`config.mk`:
```
export PLATFORM = sky130hd
export DESIGN_NAME = ss_scrambler
export DESIGN_NICKNAME = d
export VERILOG_FILES = /design/src/rtl/scram_pkg.sv /design/src/rtl/scram_core.sv /design/src/rtl/ss_scrambler.sv
export SDC_FILE = /design/constraint.sdc
export NUM_CORES = 1
export LEC_CHECK = 0
export CAP_MARGIN = 40
export CORE_AREA = 2 2 39 41
export CTS_CLUSTER_SIZE = 14
export DETAILED_ROUTE_END_ITERATION = 10
export DIE_AREA = 0 0 41 43
export PLACE_DENSITY = 0.69
export SYNTH_ARGS = -nofsm -noshare
export SYNTH_HDL_FRONTEND = slang
export SYNTH_SLANG_ARGS = --single-unit
```
`constraint.sdc`:
```
create_clock -name clk -period 5.3 [get_ports clk]
set_clock_uncertainty 0.15 [all_clocks]
set_input_delay 1.06 -clock clk [delete_from_list [all_inputs] [get_ports clk]]
set_output_delay 1.06 -clock clk [all_outputs]
set_load 0.01 [all_outputs]
```
`src/rtl/scram_pkg.sv`:
```
// rtl/scram_pkg.sv - shared constants and word-level datapath function for the self-synchronous scrambler
package scram_pkg;

    localparam int SCRAM_MAX_W     = 64;
    localparam int SCRAM_MAX_LEN   = 64;
    localparam int MODE_SCRAMBLE   = 0;
    localparam int MODE_DESCRAMBLE = 1;

    typedef struct packed {
        logic [SCRAM_MAX_W-1:0]   word;
        logic [SCRAM_MAX_LEN-1:0] hist;
    } scram_res_t;

    // hist[k-1] holds the line bit k positions back; bits above w/len are don't-care.
    function automatic scram_res_t scram_word(
        input logic [SCRAM_MAX_W-1:0]   data,
        input logic [SCRAM_MAX_LEN-1:0] hist,
        input logic [SCRAM_MAX_LEN-1:0] taps,
        input int                       mode,
        input int                       w
    );
        scram_res_t               res;
        logic [SCRAM_MAX_LEN-1:0] h;
        logic                     s;
        logic                     line;
        res  = '0;
        h    = hist;
        s    = 1'b0;
        line = 1'b0;
        for (int i = SCRAM_MAX_W - 1; i >= 0; i--) begin
            if (i < w) begin
                s           = data[i] ^ (^(h & taps));
                line        = (mode == MODE_DESCRAMBLE) ? data[i] : s;
                res.word[i] = s;
                h           = {h[SCRAM_MAX_LEN-2:0], line};
            end
        end
        res.hist = h;
        return res;
    endfunction

endpackage

```
`src/rtl/scram_core.sv`:
```
// rtl/scram_core.sv - history register, lock counter and unrolled bit datapath
module scram_core
    import scram_pkg::*;
#(
    parameter int             W    = 4,
    parameter int             LEN  = 3,
    parameter logic [LEN-1:0] TAPS = 3'b110,
    parameter int             MODE = MODE_SCRAMBLE,
    parameter logic [LEN-1:0] SEED = '0
) (
    input  logic         clk,
    input  logic         rst_n,
    input  logic         flush_i,
    input  logic         en_i,
    input  logic [W-1:0] data_i,
    output logic [W-1:0] word_o,
    output logic         locked_o
);

    localparam int CNT_W = $clog2(LEN + 1);

    logic [LEN-1:0]   hist_q, hist_d, hist_cur;
    logic [CNT_W-1:0] cnt_q, cnt_d, cnt_cur;
    scram_res_t       res;
    logic             unused_res;

    // A flush in the same cycle as an accept makes that word start from SEED.
    assign hist_cur = flush_i ? SEED : hist_q;
    assign cnt_cur  = flush_i ? '0 : cnt_q;

    assign res = scram_word(SCRAM_MAX_W'(data_i), SCRAM_MAX_LEN'(hist_cur),
                            SCRAM_MAX_LEN'(TAPS), MODE, W);

    assign word_o     = res.word[W-1:0];
    assign unused_res = ^res;
    assign locked_o   = (MODE == MODE_SCRAMBLE) ? 1'b1 : (int'(cnt_cur) >= LEN);

    always_comb begin
        hist_d = hist_cur;
        cnt_d  = cnt_cur;
        if (en_i) begin
            hist_d = res.hist[LEN-1:0];
            if (int'(cnt_cur) + W >= LEN) begin
                cnt_d = CNT_W'(LEN);
            end else begin
                cnt_d = cnt_cur + CNT_W'(W);
            end
        end
    end

    always_ff @(posedge clk or negedge rst_n) begin
        if (!rst_n) begin
            hist_q <= SEED;
            cnt_q  <= '0;
        end else begin
            hist_q <= hist_d;
            cnt_q  <= cnt_d;
        end
    end

endmodule

```
`src/rtl/ss_scrambler.sv`:
```
// rtl/ss_scrambler.sv - valid/ready wrapper with output register and bypass around scram_core
module ss_scrambler
    import scram_pkg::*;
#(
    parameter int             W    = 4,
    parameter int             LEN  = 3,
    parameter logic [LEN-1:0] TAPS = 3'b110,
    parameter int             MODE = MODE_SCRAMBLE,
    parameter logic [LEN-1:0] SEED = '0
) (
    input  logic         clk,
    input  logic         rst_n,
    input  logic         flush,
    input  logic         in_valid,
    output logic         in_ready,
    input  logic [W-1:0] in_data,
    input  logic         in_bypass,
    output logic         out_valid,
    input  logic         out_ready,
    output logic [W-1:0] out_data,
    output logic         out_locked
);

    logic         accept;
    logic [W-1:0] core_word;
    logic         core_locked;
    logic         out_valid_q, out_valid_d;
    logic [W-1:0] out_data_q, out_data_d;
    logic         out_locked_q, out_locked_d;

    assign in_ready = !out_valid_q || out_ready;
    assign accept   = in_valid && in_ready;

    scram_core #(
        .W    (W),
        .LEN  (LEN),
        .TAPS (TAPS),
        .MODE (MODE),
        .SEED (SEED)
    ) u_core (
        .clk      (clk),
        .rst_n    (rst_n),
        .flush_i  (flush),
        .en_i     (accept && !in_bypass),
        .data_i   (in_data),
        .word_o   (core_word),
        .locked_o (core_locked)
    );

    always_comb begin
        out_valid_d  = out_valid_q;
        out_data_d   = out_data_q;
        out_locked_d = out_locked_q;
        if (accept) begin
            out_valid_d  = 1'b1;
            out_data_d   = in_bypass ? in_data : core_word;
            out_locked_d = in_bypass || core_locked;
        end else if (out_ready) begin
            out_valid_d = 1'b0;
        end
    end

    always_ff @(posedge clk or negedge rst_n) begin
        if (!rst_n) begin
            out_valid_q  <= 1'b0;
            out_data_q   <= '0;
            out_locked_q <= 1'b0;
        end else begin
            out_valid_q  <= out_valid_d;
            out_data_q   <= out_data_d;
            out_locked_q <= out_locked_d;
        end
    end

    assign out_valid  = out_valid_q;
    assign out_data   = out_data_q;
    assign out_locked = out_locked_q;

endmodule
```
# Word level (Yosys, flattened, before mapping)
# Cells that the tools add are included.
totals:
  register_bits: 9
  out_inout_bits: 7
  elab_cells: 23
op_classes:
  n_mux: 5
  bitwise: 4
  n_reduce_logical: 10
op_table:
  columns: ["op", "count"]
  rows:
  - ["$reduce_xor A64 Y1", 4]
  - ["$mux W3", 2]
  - ["$mux W4", 1]
  - ["$xor A1 B1 Y1", 4]
  - ["$logic_and A1 B1 Y1", 2]
  - ["$logic_not A1 Y1", 2]
  - ["$mux W1", 2]
  - ["$reduce_bool A2 Y1", 1]
  - ["$logic_or A1 B1 Y1", 1]

# Depth between registers and ports, before layout
# Gate-level depths: netlist of the first run.
depth:
  ltp_word: 6
  ltp_mapped: 6
  ltp_nobuf: 5

# Hierarchy
# A second synthesis of the first run with hierarchy kept.
hier_totals:
  cells_unflattened: 59
  area_unflattened_um2: 614.3
modules_own_cells:
  columns: ["mod", "instances", "cells_per_inst", "area_each_um2", "seq_area_each_um2"]
  rows:
  - ["ss_scrambler", 1, 28, 336.6, 150.1]
  - ["scram_core", 1, 31, 277.8, 75.1]

# Least setup slack after synthesis of the first run
# No wires, ideal clock.
synth_path:
  path_kind: "input -> output"
  from: "in out_ready"
  to: "out in_ready"
  arrival_time_ps: 1243
  path_slack_ps: 2847
  path_stages: 1
  n_path_buf: 0
  cell_sequence: "nand2b_1"
synth_via:
  elab_chain_cells: 1
synth_rtl:
  columns: ["element", "line_no", "source"]
  rows:
  - ["from (decl)", "ss_scrambler.sv:19", "input logic out_ready,"]
  - ["$logic_or A1 B1 Y1", "ss_scrambler.sv:31", "assign in_ready = !out_valid_q || out_ready;"]
  - ["to (decl)", "ss_scrambler.sv:15", "output logic in_ready,"]
# No other way between the ends.

# Final worst setup path of the first run
# Ends and elaborated chain as after synthesis.

==> impl_metrics.py, run 1 <==
metrics = {
    "setup_path": {
        "end_kind": "output pin",
        "path_class": "input port to output pin",
        "cp-start-kind": "input port",
        "cp.buffers_inverters": 2,
        "cp_slowest_cell": "clkdlybuf4s50_1",
        "critical_path_required_ns": 4.09,
        "max_stage_delay_ns": 0.54,
        "worst-path-max-fanout": 3,
        "worstPathCellList": "clkdlybuf4s50_1 -> nand2b_1 -> clkdlybuf4s50_1",
        "crit_top_cell": "clkdlybuf4s50_1",
        "crit_family": "buffers and inverters",
        "critPathArrivalTime_ns": 2.19,
    },
    "yosys": {
        "synth.area.mux_share_pct": 3.87,
        "yosysWarnings": 0,
        "synth_top_family_by_area": "simple AND/OR/NAND/NOR gates",
        "synth_fa_ha_area_share_pct": 0,
        "syn_avg_cell_area_um2": 9.94,
        "synth_simple_gate_area_share_pct": 20.3,
        "ys_types": 18,
        "syn_nets": 62,
        "synth_seq_area_share_pct": 43.6,
        "synthCells": 52,
        "synth_seq_cells": 9,
        "synthXorXnorAreaFrac_pct": 18.4,
        "syn-cell-area_um2": 517,
        "synth-compound-area-share_pct": 12.8,
    },
    "sta": {
        "fin_crit_ns": 3.40,
        "drv_slew": 0,
        "setup_viol": 0,
        "tns_ns": 0,
        "rsz0062_at_grt": "no",
        "hold-worst-slack_ns": 0.322,
        "clock.fmax_mhz": 294,
        "hold_viol": 0,
        "finalCritPeriodShare_pct": 64.2,
        "worstMarginPinSlew_ns": 0.416,
        "relSlewSlack_pct": 72.2,
    },
    "route": {
        "vias": 420,
        "drcViolationCount": 0,
        "drtAntennaViolNets": 0,
        "firstDrtPassIters": 4,
        "drt_iter0_markers": 3,
        "wl_um": 977,
        "via_per_inst": 4.83,
        "wl_per_cell_um": 11.2,
    },
    "global_routing": {
        "grt_pass1_wl_um": 1530,
        "antenna_found_initial": 0,
        "grt_max_degree": 11,
        "grt_usage_pct": 13.2,
        "grt_pass1_vias": 374,
        "globalRouteOverflowTotal": 0,
    },
    "status": {
        "run_status": "completed",
    },
    "clocking": {
        "post_cts_resized": 0,
        "htree_levels": 1,
        "cts_buffer_depth": 2,
        "cts_root_buf": "clkbuf_4",
        "clk_latency_ns": 0.26,
        "tritoncts.num_buffers": 3,
        "cts_tree": "yes",
        "hold_buffers": 0,
        "cts_sinks": 9,
        "clk_pin_slew_ns": 0.06,
        "post_cts_buffers": 0,
    },
    "power_and_ir_drop": {
        "p_leak_nw": 0.291,
        "p_int_w": 0.000142,
        "p_per_area_nw_per_um2": 276,
        "swShare_pct": 28.3,
        "power_switching_w": 0.0000561,
        "p_comb_share_pct": 31.9,
        "p_total_w": 0.000198,
        "ir_worst_vdd_uv": 184,
        "p_clk_share_pct": 26.3,
        "seqPwrFrac_pct": 41.8,
    },
    "floorplan": {
        "row_count": 14,
        "core-area_um2": 1380,
        "die_w_um": 41,
        "initial_core_util_pct": 37.3,
        "ios": 17,
        "die_h_um": 43,
        "dieArea_um2": 1760,
    },
    "cells_and_area": {
        "final_util_pct": 51.9,
        "nets": 82,
        "n_antenna_cell": 0,
        "seq_area_um2": 225,
        "layout-drive-gt1-share_pct": 7.04,
        "multi_input_area_um2": 287,
        "synthToLayoutAreaGrowth_pct": 39.0,
        "fillers": 127,
        "final_cell_area_um2": 718,
    },
    "run": {
        "drv_cap": 0,
    },
    "placement": {
        "place_congestion": 0.759,
        "placed_area_um2": 692,
        "place.detailed.hpwl_um": 761,
        "port_buffers": 16,
    },
    "min_path": {
        "hold_path_class": "register to register",
    },
}
flip-flops by register name, indices dropped and copies added, names as in the netlist:
signal	count
out_data	4
out_locked	1
out_valid	1
u_core.hist_q	3
worst paths after layout:
path	end	from	depth (start not counted)	slack, ns
worst min register to register	out_locked	out_locked	1	0.32
max in group asynchronous	u_core.hist_q[2]	rst_n	1	3.76
worst max register to register	out_data[1]	u_core.hist_q[0]	5	3.52
worst max-delay path	in_ready	out_ready	3	1.90
min in group asynchronous	out_data[2]	rst_n	1	0.95
worst min-delay path	out_locked	out_locked	1	0.32
routing by layer:
layer  vias to the layer above  wire length (um)  GRT usage (%)
met1                       191               469           16.7
met5                         -                 0              0
met3                         0                80           9.42
met4                         0                 0              0
li1                        216                 -              -
met2                        13               427           19.4
stage by stage:
step	worst slack, ns	std cells
after floorplan	2.85	52
after global placement	1.92	83
after detailed placement	1.91	83
after CTS	1.90	87
after global routing	1.84	87
final	1.90	87
layout make-up:
| cell class | count | area share [%] |
|---|---|---|
| multi-input cells | 42 | 39.9 |
| flip-flops and latches | 9 | 31.4 |
| repair buffers | 16 | 22.3 |
| clock buffers | 4 | 3.66 |
| well taps | 16 | 2.79 |
synthesized netlist by cell type, drive strengths merged:
cell	number	share of area, %
buf	1	0.97
or2	1	1.2
o21ai	4	3.9
nand2b	4	4.8
and2b	1	1.5
o21a	2	2.9
nor3b	2	2.9
o31a	1	1.7
nor2	3	2.2
a21o	2	2.9
nor3	5	4.8
dfrtp	9	44
mux2i	2	3.9
nand2	4	2.9
xor2	1	1.7
xnor2	9	17
o211ai	1	1.5
cell usage in the layout, fill, tap and decap left out, drive strengths merged, types with 2 or more instances in the layout:
cell	n
clkdlybuf4s50	16
dfrtp	9
xnor2	9
nor3	5
nand2b	4
nand2	4
o21ai	4
clkbuf	4
nor2	3
mux2i	2
nor3b	2
a21o	2
o21a	2
kinds of logic (layout without fill, tap and decap cells):
group | Yosys count | in the layout
AND/OR/NAND/NOR | 20 | 20
AO/OA/AOI/OAI | 10 | 10
XOR/XNOR | 10 | 10
flip-flops | 9 | 9
multiplexers | 2 | 2
buffers and inverters | 1 | 20
power by group through the flow:
stage / registers [W] / clock network, W / logic [W]
after global routing: 0.0000842 / 0.0000589 / 0.0000698
after floorplan: 0.0000871 / 0 / 0.0000334
after detailed placement: 0.0000846 / 0 / 0.0000632
after CTS: 0.0000832 / 0.0000541 / 0.0000637
after global placement: 0.0000843 / 0 / 0.0000624
final: 0.0000831 / 0.0000521 / 0.0000633
(Power assumes the default switching activity.)
==> inputs of run 2 (changes only) <==
Clock period 5.3 ns to 3.4 ns, I/O delays scaled along.
==> results of run 2 <==
Same layout as run 1 (identical final DEF). Status: completed.
Main changes from that run: setup slack after placement 1.91 ns -> 0.766 ns; setup slack after layout 1.90 ns -> 0.757 ns; register-to-register setup slack 3.52 ns -> 1.62 ns; total power 0.000198 W -> 0.000309 W; worst IR drop on VDD 184 uV -> 286 uV
==> inputs of run 3 (changes only) <==
Clock period 3.4 ns to 2.5 ns, I/O delays scaled along.
==> impl_metrics.py, run 3 (synthesized netlist as in run 1, its figures left out) <==
metrics = {
    "status": {
        "run_status": "completed",
    },
    "clocking": {
        "post_cts_resized": 0,
        "post_cts_buffers": 0,
        "tritoncts.num_buffers": 3,
        "hold_buffers": 0,
        "cts_buffer_depth": 2,
        "htree_levels": 1,
        "clk_pin_slew_ns": 0.06,
        "clk_latency_ns": 0.26,
        "cts_root_buf": "clkbuf_4",
        "cts_sinks": 9,
        "cts_tree": "yes",
    },
    "floorplan": {
        "row_count": 14,
        "initial_core_util_pct": 37.3,
        "core-area_um2": 1380,
        "die_w_um": 41,
        "ios": 17,
        "die_h_um": 43,
        "dieArea_um2": 1760,
    },
    "route": {
        "drt_iter0_markers": 1,
        "wl_per_cell_um": 11.6,
        "drtAntennaViolNets": 0,
        "vias": 432,
        "wl_um": 1030,
        "via_per_inst": 4.85,
        "firstDrtPassIters": 4,
        "drcViolationCount": 0,
    },
    "min_path": {
        "whs_path_depth": 1,
        "min_from": "out_locked",
        "hold_path_class": "register to register",
    },
    "cells_and_area": {
        "stdcell_count": 89,
        "n_antenna_cell": 0,
        "final_cell_mix": "clkdlybuf4s50_1 (16), dfrtp_1 (9), xnor2_1 (8)",
        "synthToLayoutAreaGrowth_pct": 41.9,
        "nets": 84,
        "layout-drive-gt1-share_pct": 9.59,
        "largest_reg_flops": 4,
        "layout_commonest_cell": "clkdlybuf4s50_1",
    },
    "sta": {
        "clock.fmax_mhz": 440,
        "drv_slew": 0,
        "setup_viol": 0,
        "relSlewSlack_pct": 69.2,
        "worstMarginPinSlew_ns": 0.461,
        "hold_viol": 0,
        "tns_ns": 0,
        "setup_slack_ns": 0.230,
        "finalCritPeriodShare_pct": 90.8,
        "fin_crit_ns": 2.27,
        "hold-worst-slack_ns": 0.320,
        "rsz0062_at_grt": "no",
    },
    "placement": {
        "port_buffers": 16,
        "place_congestion": 0.730,
        "place.detailed.hpwl_um": 785,
        "post-place-ws_ns": 0.218,
        "dp.cells": 85,
    },
    "global_routing": {
        "globalRouteOverflowTotal": 0,
        "grt_pass1_wl_um": 1900,
        "grt_max_degree": 10,
        "grt_usage_pct": 16.3,
        "grt_pass1_vias": 442,
        "antenna_found_initial": 0,
    },
    "power_and_ir_drop": {
        "p_int_w": 0.000304,
        "swShare_pct": 28.8,
        "p_per_area_nw_per_um2": 583,
        "ir_worst_vdd_uv": 271,
        "power_switching_w": 0.000123,
        "seqPwrFrac_pct": 41.2,
        "p_leak_nw": 0.301,
        "p_comb_share_pct": 32.0,
        "p_clk_share_pct": 26.8,
    },
    "setup_path": {
        "cp-startpoint": "out_ready",
        "worstPathCellList": "clkdlybuf4s50_1 -> nand2b_1 -> clkdlybuf4s50_1",
        "end_kind": "output pin",
        "max_stage_delay_ns": 0.54,
        "critical_path_required_ns": 1.85,
        "critPathArrivalTime_ns": 1.62,
        "crit_top_cell": "clkdlybuf4s50_1",
        "worst-path-max-fanout": 3,
        "cp-start-kind": "input port",
        "path_class": "input port to output pin",
        "rr_startpoint": "u_core.hist_q[0]",
        "cp_slowest_cell": "clkdlybuf4s50_1",
        "r2r_cells": 5,
    },
    "run": {
        "drv_cap": 0,
    },
}
-- run 3: cell types whose count changed in the layout (fill, tap and decap cells not counted), sizes merged --
| cell | delta |
|---|---|
| buf | +2 |
-- run 3: path summary, 6_finish.rpt --
| kind | endpoint | slack [ns] |
|---|---|---|
| worst max-delay path | in_ready | 0.23 |
| worst min-delay path | out_locked | 0.32 |
| worst max register to register | out_data[1] | 0.70 |
| worst min register to register | out_locked | 0.32 |
| max in group asynchronous | u_core.hist_q[0] | 1.53 |
| min in group asynchronous | out_data[3] | 0.38 |
-- run 3: cell type report --
type,instances,area (um^2)
clock buffers,4,26.3
multi-input cells,42,287
repair buffers,18,175
well taps,16,20.0
fillers,145,651
flip-flops and latches,9,225
-- run 3: power by group through the flow --
| stage | clock network [W] | logic [W] | registers, W |
|---|---|---|---|
| floorplan | 0 | 0.0000708 | 0.000185 |
| global placement | 0 | 0.000135 | 0.000179 |
| detailed placement | 0 | 0.000137 | 0.000180 |
| CTS | 0.000116 | 0.000138 | 0.000177 |
| global route | 0.000130 | 0.000155 | 0.000179 |
| finish | 0.000115 | 0.000137 | 0.000176 |
-- run 3: metal layers --
metal	up-vias	global-route usage [%]	part of all wire, %
li1	220	-	-
met1	196	19.1	44
met2	14	24.4	50
met3	2	7.85	5.0
met4	0	6.67	0.97
met5	-	0	0
-- run 3: critical path: cells and delay by family --
kind | cells | cell delay, ns
and+or+nand+nor | 1 | 0.13
buffers and inverters | 2 | 0.99
-- run 3: metrics by stage --
step	utilization [%]	instance area, um^2	power [W]
finish	53.0	733	0.000428
global placement	51.1	707	0.000314
detailed placement	51.1	707	0.000316
global route	53.0	733	0.000464
CTS	53.0	733	0.000432
floorplan	-	517	0.000255
